==> src/rtl/urv_irq_pkg.sv <==
// Shared definitions for the urv external interrupt controller: register map,
// CLAIM word layout and line-count limits.
package urv_irq_pkg;

    typedef enum logic [1:0] {
        URV_IRQ_REG_PENDING = 2'd0,
        URV_IRQ_REG_ENABLE  = 2'd1,
        URV_IRQ_REG_EDGE    = 2'd2,
        URV_IRQ_REG_CLAIM   = 2'd3
    } urv_irq_reg_e;

    localparam int unsigned URV_IRQ_CLAIM_VALID_BIT = 31;
    localparam int unsigned URV_IRQ_MAX_LINES       = 32;
    localparam int unsigned URV_IRQ_ID_W            = 5;

endpackage

==> src/rtl/urv_irq_prio_enc.sv <==
// Lowest-index-first priority encoder: reports whether any request is set and
// the index of the lowest set request (0 when none).
module urv_irq_prio_enc
    import urv_irq_pkg::*;
#(
    parameter int unsigned g_num_irqs = 8
) (
    input  logic [g_num_irqs-1:0]   req,
    output logic                    valid,
    output logic [URV_IRQ_ID_W-1:0] id
);

    always_comb begin
        valid = 1'b0;
        id    = '0;
        for (int unsigned i = 0; i < g_num_irqs; i++) begin
            if (req[i] && !valid) begin
                valid = 1'b1;
                id    = URV_IRQ_ID_W'(i);
            end
        end
    end

endmodule

==> src/rtl/urv_irq_ctrl.sv <==
// urv external interrupt controller: per-line enable/edge/pending, lowest-index
// claim register, 4-word bus window. Define URV_IRQ_SYNC_EN for a 2-flop input synchroniser.
module urv_irq_ctrl
    import urv_irq_pkg::*;
#(
    parameter int unsigned g_num_irqs = 8
) (
    input  logic                  clk_i,
    input  logic                  rst_i,
    input  logic [g_num_irqs-1:0] irq_lines_i,
    input  logic [1:0]            bus_addr_i,
    input  logic                  bus_wr_i,
    input  logic                  bus_rd_i,
    input  logic [31:0]           bus_wdata_i,
    output logic [31:0]           bus_rdata_o,
    output logic                  bus_ack_o,
    output logic                  irq_o,
    output logic [4:0]            irq_id_o
);

    logic [g_num_irqs-1:0]   sample_in;
    logic [g_num_irqs-1:0]   sample;
    logic [g_num_irqs-1:0]   prev;
    logic [g_num_irqs-1:0]   pending;
    logic [g_num_irqs-1:0]   pending_next;
    logic [g_num_irqs-1:0]   enable;
    logic [g_num_irqs-1:0]   edge_sel;
    logic [g_num_irqs-1:0]   active;
    logic [g_num_irqs-1:0]   rise;
    logic [g_num_irqs-1:0]   clr;
    logic                    claim_valid;
    logic [URV_IRQ_ID_W-1:0] claim_id;
    logic [31:0]             read_val;
    logic                    unused_wdata;

    assign unused_wdata = ^bus_wdata_i;

`ifdef URV_IRQ_SYNC_EN
    // The sample register doubles as the second synchroniser flop, so the
    // synchroniser costs only one extra cycle of latency.
    logic [g_num_irqs-1:0] sync_meta;

    always_ff @(posedge clk_i) begin
        if (!rst_i) sync_meta <= '0;
        else        sync_meta <= irq_lines_i;
    end

    assign sample_in = sync_meta;
`else
    assign sample_in = irq_lines_i;
`endif

    always_ff @(posedge clk_i) begin
        if (!rst_i) begin
            sample <= '0;
            prev   <= '0;
        end else begin
            sample <= sample_in;
            prev   <= sample;
        end
    end

    assign rise   = sample & ~prev;
    assign active = pending & enable;

    // Clear requests from W1C on PENDING and from CLAIM writes; ids beyond the
    // implemented lines match no bit and are ignored.
    always_comb begin
        clr = '0;
        if (bus_wr_i) begin
            case (urv_irq_reg_e'(bus_addr_i))
                URV_IRQ_REG_PENDING: clr = bus_wdata_i[g_num_irqs-1:0];
                URV_IRQ_REG_CLAIM: begin
                    for (int unsigned i = 0; i < g_num_irqs; i++)
                        clr[i] = (bus_wdata_i[4:0] == 5'(i));
                end
                default: clr = '0;
            endcase
        end
    end

    // Edge lines: a new rise beats a same-cycle clear. Level lines track the sample.
    assign pending_next = (edge_sel & ((pending & ~clr) | rise)) | (~edge_sel & sample);

    always_ff @(posedge clk_i) begin
        if (!rst_i) begin
            pending  <= '0;
            enable   <= '0;
            edge_sel <= '0;
        end else begin
            pending <= pending_next;
            if (bus_wr_i && urv_irq_reg_e'(bus_addr_i) == URV_IRQ_REG_ENABLE)
                enable <= bus_wdata_i[g_num_irqs-1:0];
            if (bus_wr_i && urv_irq_reg_e'(bus_addr_i) == URV_IRQ_REG_EDGE)
                edge_sel <= bus_wdata_i[g_num_irqs-1:0];
        end
    end

    urv_irq_prio_enc #(
        .g_num_irqs(g_num_irqs)
    ) u_prio_enc (
        .req  (active),
        .valid(claim_valid),
        .id   (claim_id)
    );

    always_comb begin
        read_val = '0;
        case (urv_irq_reg_e'(bus_addr_i))
            URV_IRQ_REG_PENDING: read_val[g_num_irqs-1:0] = pending;
            URV_IRQ_REG_ENABLE:  read_val[g_num_irqs-1:0] = enable;
            URV_IRQ_REG_EDGE:    read_val[g_num_irqs-1:0] = edge_sel;
            URV_IRQ_REG_CLAIM: begin
                read_val[URV_IRQ_CLAIM_VALID_BIT]  = claim_valid;
                read_val[URV_IRQ_ID_W-1:0]         = claim_id;
            end
            default: read_val = '0;
        endcase
    end

    always_ff @(posedge clk_i) begin
        if (!rst_i) begin
            bus_ack_o   <= 1'b0;
            bus_rdata_o <= '0;
            irq_o       <= 1'b0;
            irq_id_o    <= '0;
        end else begin
            bus_ack_o   <= bus_rd_i | bus_wr_i;
            bus_rdata_o <= (bus_rd_i && !bus_wr_i) ? read_val : '0;
            irq_o       <= claim_valid;
            irq_id_o    <= claim_id;
        end
    end

endmodule
==> config.mk <==
export PLATFORM = sky130hd
export DESIGN_NAME = urv_irq_ctrl
export DESIGN_NICKNAME = d
export VERILOG_FILES = /design/src/rtl/urv_irq_pkg.sv /design/src/rtl/urv_irq_prio_enc.sv /design/src/rtl/urv_irq_ctrl.sv
export SDC_FILE = /design/constraint.sdc
export NUM_CORES = 1
export LEC_CHECK = 0
export CAP_MARGIN = 10
export CORE_ASPECT_RATIO = 0.8
export CORE_MARGIN = 1.5
export CORE_UTILIZATION = 30
export CTS_CLUSTER_DIAMETER = 30
export DETAILED_ROUTE_END_ITERATION = 6
export GPL_ROUTABILITY_DRIVEN = 0
export HOLD_SLACK_MARGIN = 0.15
export SLEW_MARGIN = 10
export SYNTH_ARGS = -nofsm -noshare
export SYNTH_HDL_FRONTEND = slang
export SYNTH_SLANG_ARGS = --single-unit
==> constraint.sdc <==
create_clock -name clk_i -period 2.1 [get_ports clk_i]
set_input_delay 0.525 -clock clk_i [delete_from_list [all_inputs] [get_ports clk_i]]
set_output_delay 0.525 -clock clk_i [all_outputs]
set_load 0.02 [all_outputs]
==> results by group <==
Clock tree
  – Cts-stage hold buffer count: 0
  – CTS Root Buffer Type: clkbuf_8
  – Clock Latency Late Sink: 0.30 ns
  – CTS Buf Count: 5
  – Post-cts gate resize count: 0
  – Clk pin slew, worst setup/hold paths: around 0.090 ns
  – Longest Clk Path Bufs: 2
  – Post-CTS repair timing setup buffer count: 0
  – CTS tree: built
  – Clock sink count: 54
  – H-tree lvl count: 2

Pwr
  – Worst vdd ir: about 220 uV
  – Leakage Power: 1.18 nW
  – Sw Pwr: 494 uW
  – Power Density: ~600 nW/um^2
  – Pint: 1.41 mW
  – Combinational Power Share: 14.3%
  – Switching Share: 25.9%
  – Proportion of power drawn by flip-flops and latches: a little under three fifths
  – Clk pwr share: 28.6%

Hold path
  – Min-delay worst type: reg2reg

Place
  – Placed insts: between 400 and 500
  – Dpl cell area: slightly above 3000 um^2
  – Port buffer count: 35
  – Detail Placement HPWL: 4.29 mm

Route
  – Iter 0 DRT Violations: about 140
  – Drt pass-1 iters: 4
  – Wirelength, routed: 5.52 mm
  – Via density: 4.52
  – Via count: 1936
  – Routed Antenna Nets: 0
  – Drt drc: 0
  – WL per Instance: about 13 um

Layout
  – Nets: approximately 370
  – Final cell count without fillers: between 400 and 500
  – Fraction of layout cells with a size suffix above 1: 15.6%
  – Fill cells: slightly above 800
  – Commonest non-fill, non-tap cell in the layout: dfxtp_1
  – Syn-to-layout area delta: 22.7%
  – Number of diodes: 0
  – Post-route design area: 3120 um^2
  – Util after Layout: 38.5%
  – Most frequent cells in the layout: dfxtp_1 (54), clkdlybuf4s50_1 (35), nand2_1 (34)

Timing
  – RSZ-0062 raised after global routing: false
  – Min Tclk post-route: around 2 ns
  – Max-slew violations: 0
  – Tcrit/Tclk final: 94.4%
  – Setup-failing EPs final: 0
  – Final hold slack: 0.457 ns
  – Max Fclk: 505 MHz
  – Hold Violations, Final: 0
  – Worst clock skew: 0.00833 ns

Yosys
  – Main synth FF type: dfxtp_1
  – Post-synth ARST share: 0%
  – Mux cell area share after synthesis: 0%
  – Synthesized area per cell: 9.49 um^2
  – Largest cells by area after synthesis: dfxtp_1 (43%), buf_4 (7.4%), nand2_1 (5.2%), a21boi_0 (4.7%), and2_1 (3.9%)
  – Post-synth top area cell: dfxtp_1
  – #FFs+latches synth: 54
  – Largest family of logic cells by synthesized area: compound AO/OA/AOI/OAI gates
  – Distinct cells, synth: 44
  – Count of yosys warnings during synthesis: 0
  – Yosys top cell area share: 42.5%
  – Post-Synthesis Cells: 268
  – Compound-gate portion of the synthesized area: a little over a fifth
  – Post-Synth XOR/XNOR Area: 0%
  – Post-Synth Adder-Cell Area: ~3.0%
  – Mapped Area: 2540 um^2
  – Post-synth EDFFs: 0
  – Post-synthesis sequential area ratio: 42.5%
  – Post-Synth Simple-Gate Area: around a fifth

Die
  – Total I/O pin count: 85
  – Die W: 106 um
  – Initial Util: between 30% and 40%
  – Core Area: ~8100 um^2
  – Die ar.: 9040 um^2
  – # rows: 29
  – Die height: 85.3 um

Outcome
  – Status: complete, no violations

Global routing
  – GR Overflow Total: 0
  – Pin count of the biggest net entering global routing: 24
  – First-pass GRT wire length: around 9 mm
  – Tot GR Track Use: roughly 13%
  – Number of global-route vias before repair: 1786
  – Initial antenna violation count: 0

Critical path
  – Worst Setup End Kind: register
  – Crit start category: input pin
  – Critical path peak fanout: 4
  – CP required: 2.29 ns
  – Data arrival, critical path: 2.17 ns
  – Crit Path Class: in2reg

Job
  – MaxCap Viol Count: 0
[cell usage after synthesis (2+ instances only)]
master / count
a222oi_1: 3
clkbuf_1: 5
buf_4: 25
a22o_1: 2
a221oi_1: 4
inv_1: 6
a21boi_0: 16
and2_1: 16
nand2_1: 35
nand3_1: 18
a21oi_1: 6
and3_1: 3
a221oi_2: 4
nor2b_1: 2
a32o_1: 2
nand2b_1: 2
nor2_1: 5
dfxtp_1: 54
buf_2: 5
a32oi_1: 3
and2_4: 2
ha_1: 6
o2111ai_1: 2
nor3b_1: 2
a22oi_1: 4
a21boi_1: 7
clkbuf_8: 2
nor3_1: 4
o21a_1: 5
a22oi_2: 3
buf_6: 2
[critical path, cell delays in order]
cell and delay [ns]:
clkdlybuf4s50_1 0.55, buf_4 0.13, ha_1 0.23, nor4b_4 0.35
nand2_1 0.10, o21ai_1 0.19, a21oi_1 0.10
[layout make-up]
type	instances	area [um^2]	area share [%]
inverter	6	22.5	0.722
clock inverter	1	7.51	0.241
timing repair buffer	60	538	17.2
multi-input combinational	193	1260	40.5
clock buffer	6	72.6	2.33
sequential	54	1080	34.7
tap	108	135	4.33
[per-layer routing]
metal	vias to the layer above	wire (um)	track usage [%]
met5	-	0	0
met4	0	47	3.81
met3	5	395	3.00
met2	64	2280	18.8
met1	875	2800	18.2
li1	992	-	-
[metrics by stage]
stage	setup TNS [ns]	setup slack [ns]	total power [mW]
detailed placement	-3.76	-0.231	1.38
floorplan	0	0.522	1.30
global route	0	0.0251	2.01
CTS	0	0.0807	1.92
global placement	-2.72	-0.214	1.38
finish	0	0.118	1.90
[sequential cells by signal (all words and copies together) (netlist names)]
| name | flops |
|---|---|
| bus_rdata_o | 9 |
| bus_ack_o | 1 |
| irq_id_o | 3 |
| irq_o | 1 |
| edge_sel | 8 |
| enable | 8 |
| prev | 8 |
| sample | 8 |
| pending | 8 |
[final timing paths]
kind | startpoint | endpoint | slack [ns] | cells past startpoint
max reg2reg | pending[1] | bus_rdata_o[2] | 0.85 | 4
min | sample[6] | prev[6] | 0.46 | 1
min reg2reg | sample[6] | prev[6] | 0.46 | 1
max | bus_addr_i[0] | pending[1] | 0.12 | 7
[power groups by stage]
stage	logic [mW]	clock network, mW	registers, mW
after floorplan	0.193	0	1.11
after global placement	0.267	0	1.11
after detailed placement	0.268	0	1.11
after CTS	0.269	0.566	1.09
after global routing	0.297	0.619	1.09
final	0.272	0.544	1.09
[cell families after synthesis]
group / after synthesis
other cells: 1
simple gates: 96
compound gates: 66
buf+inv: 45
flops: 54
fa+ha+maj: 6
Power figures use the tool's default switching activity.
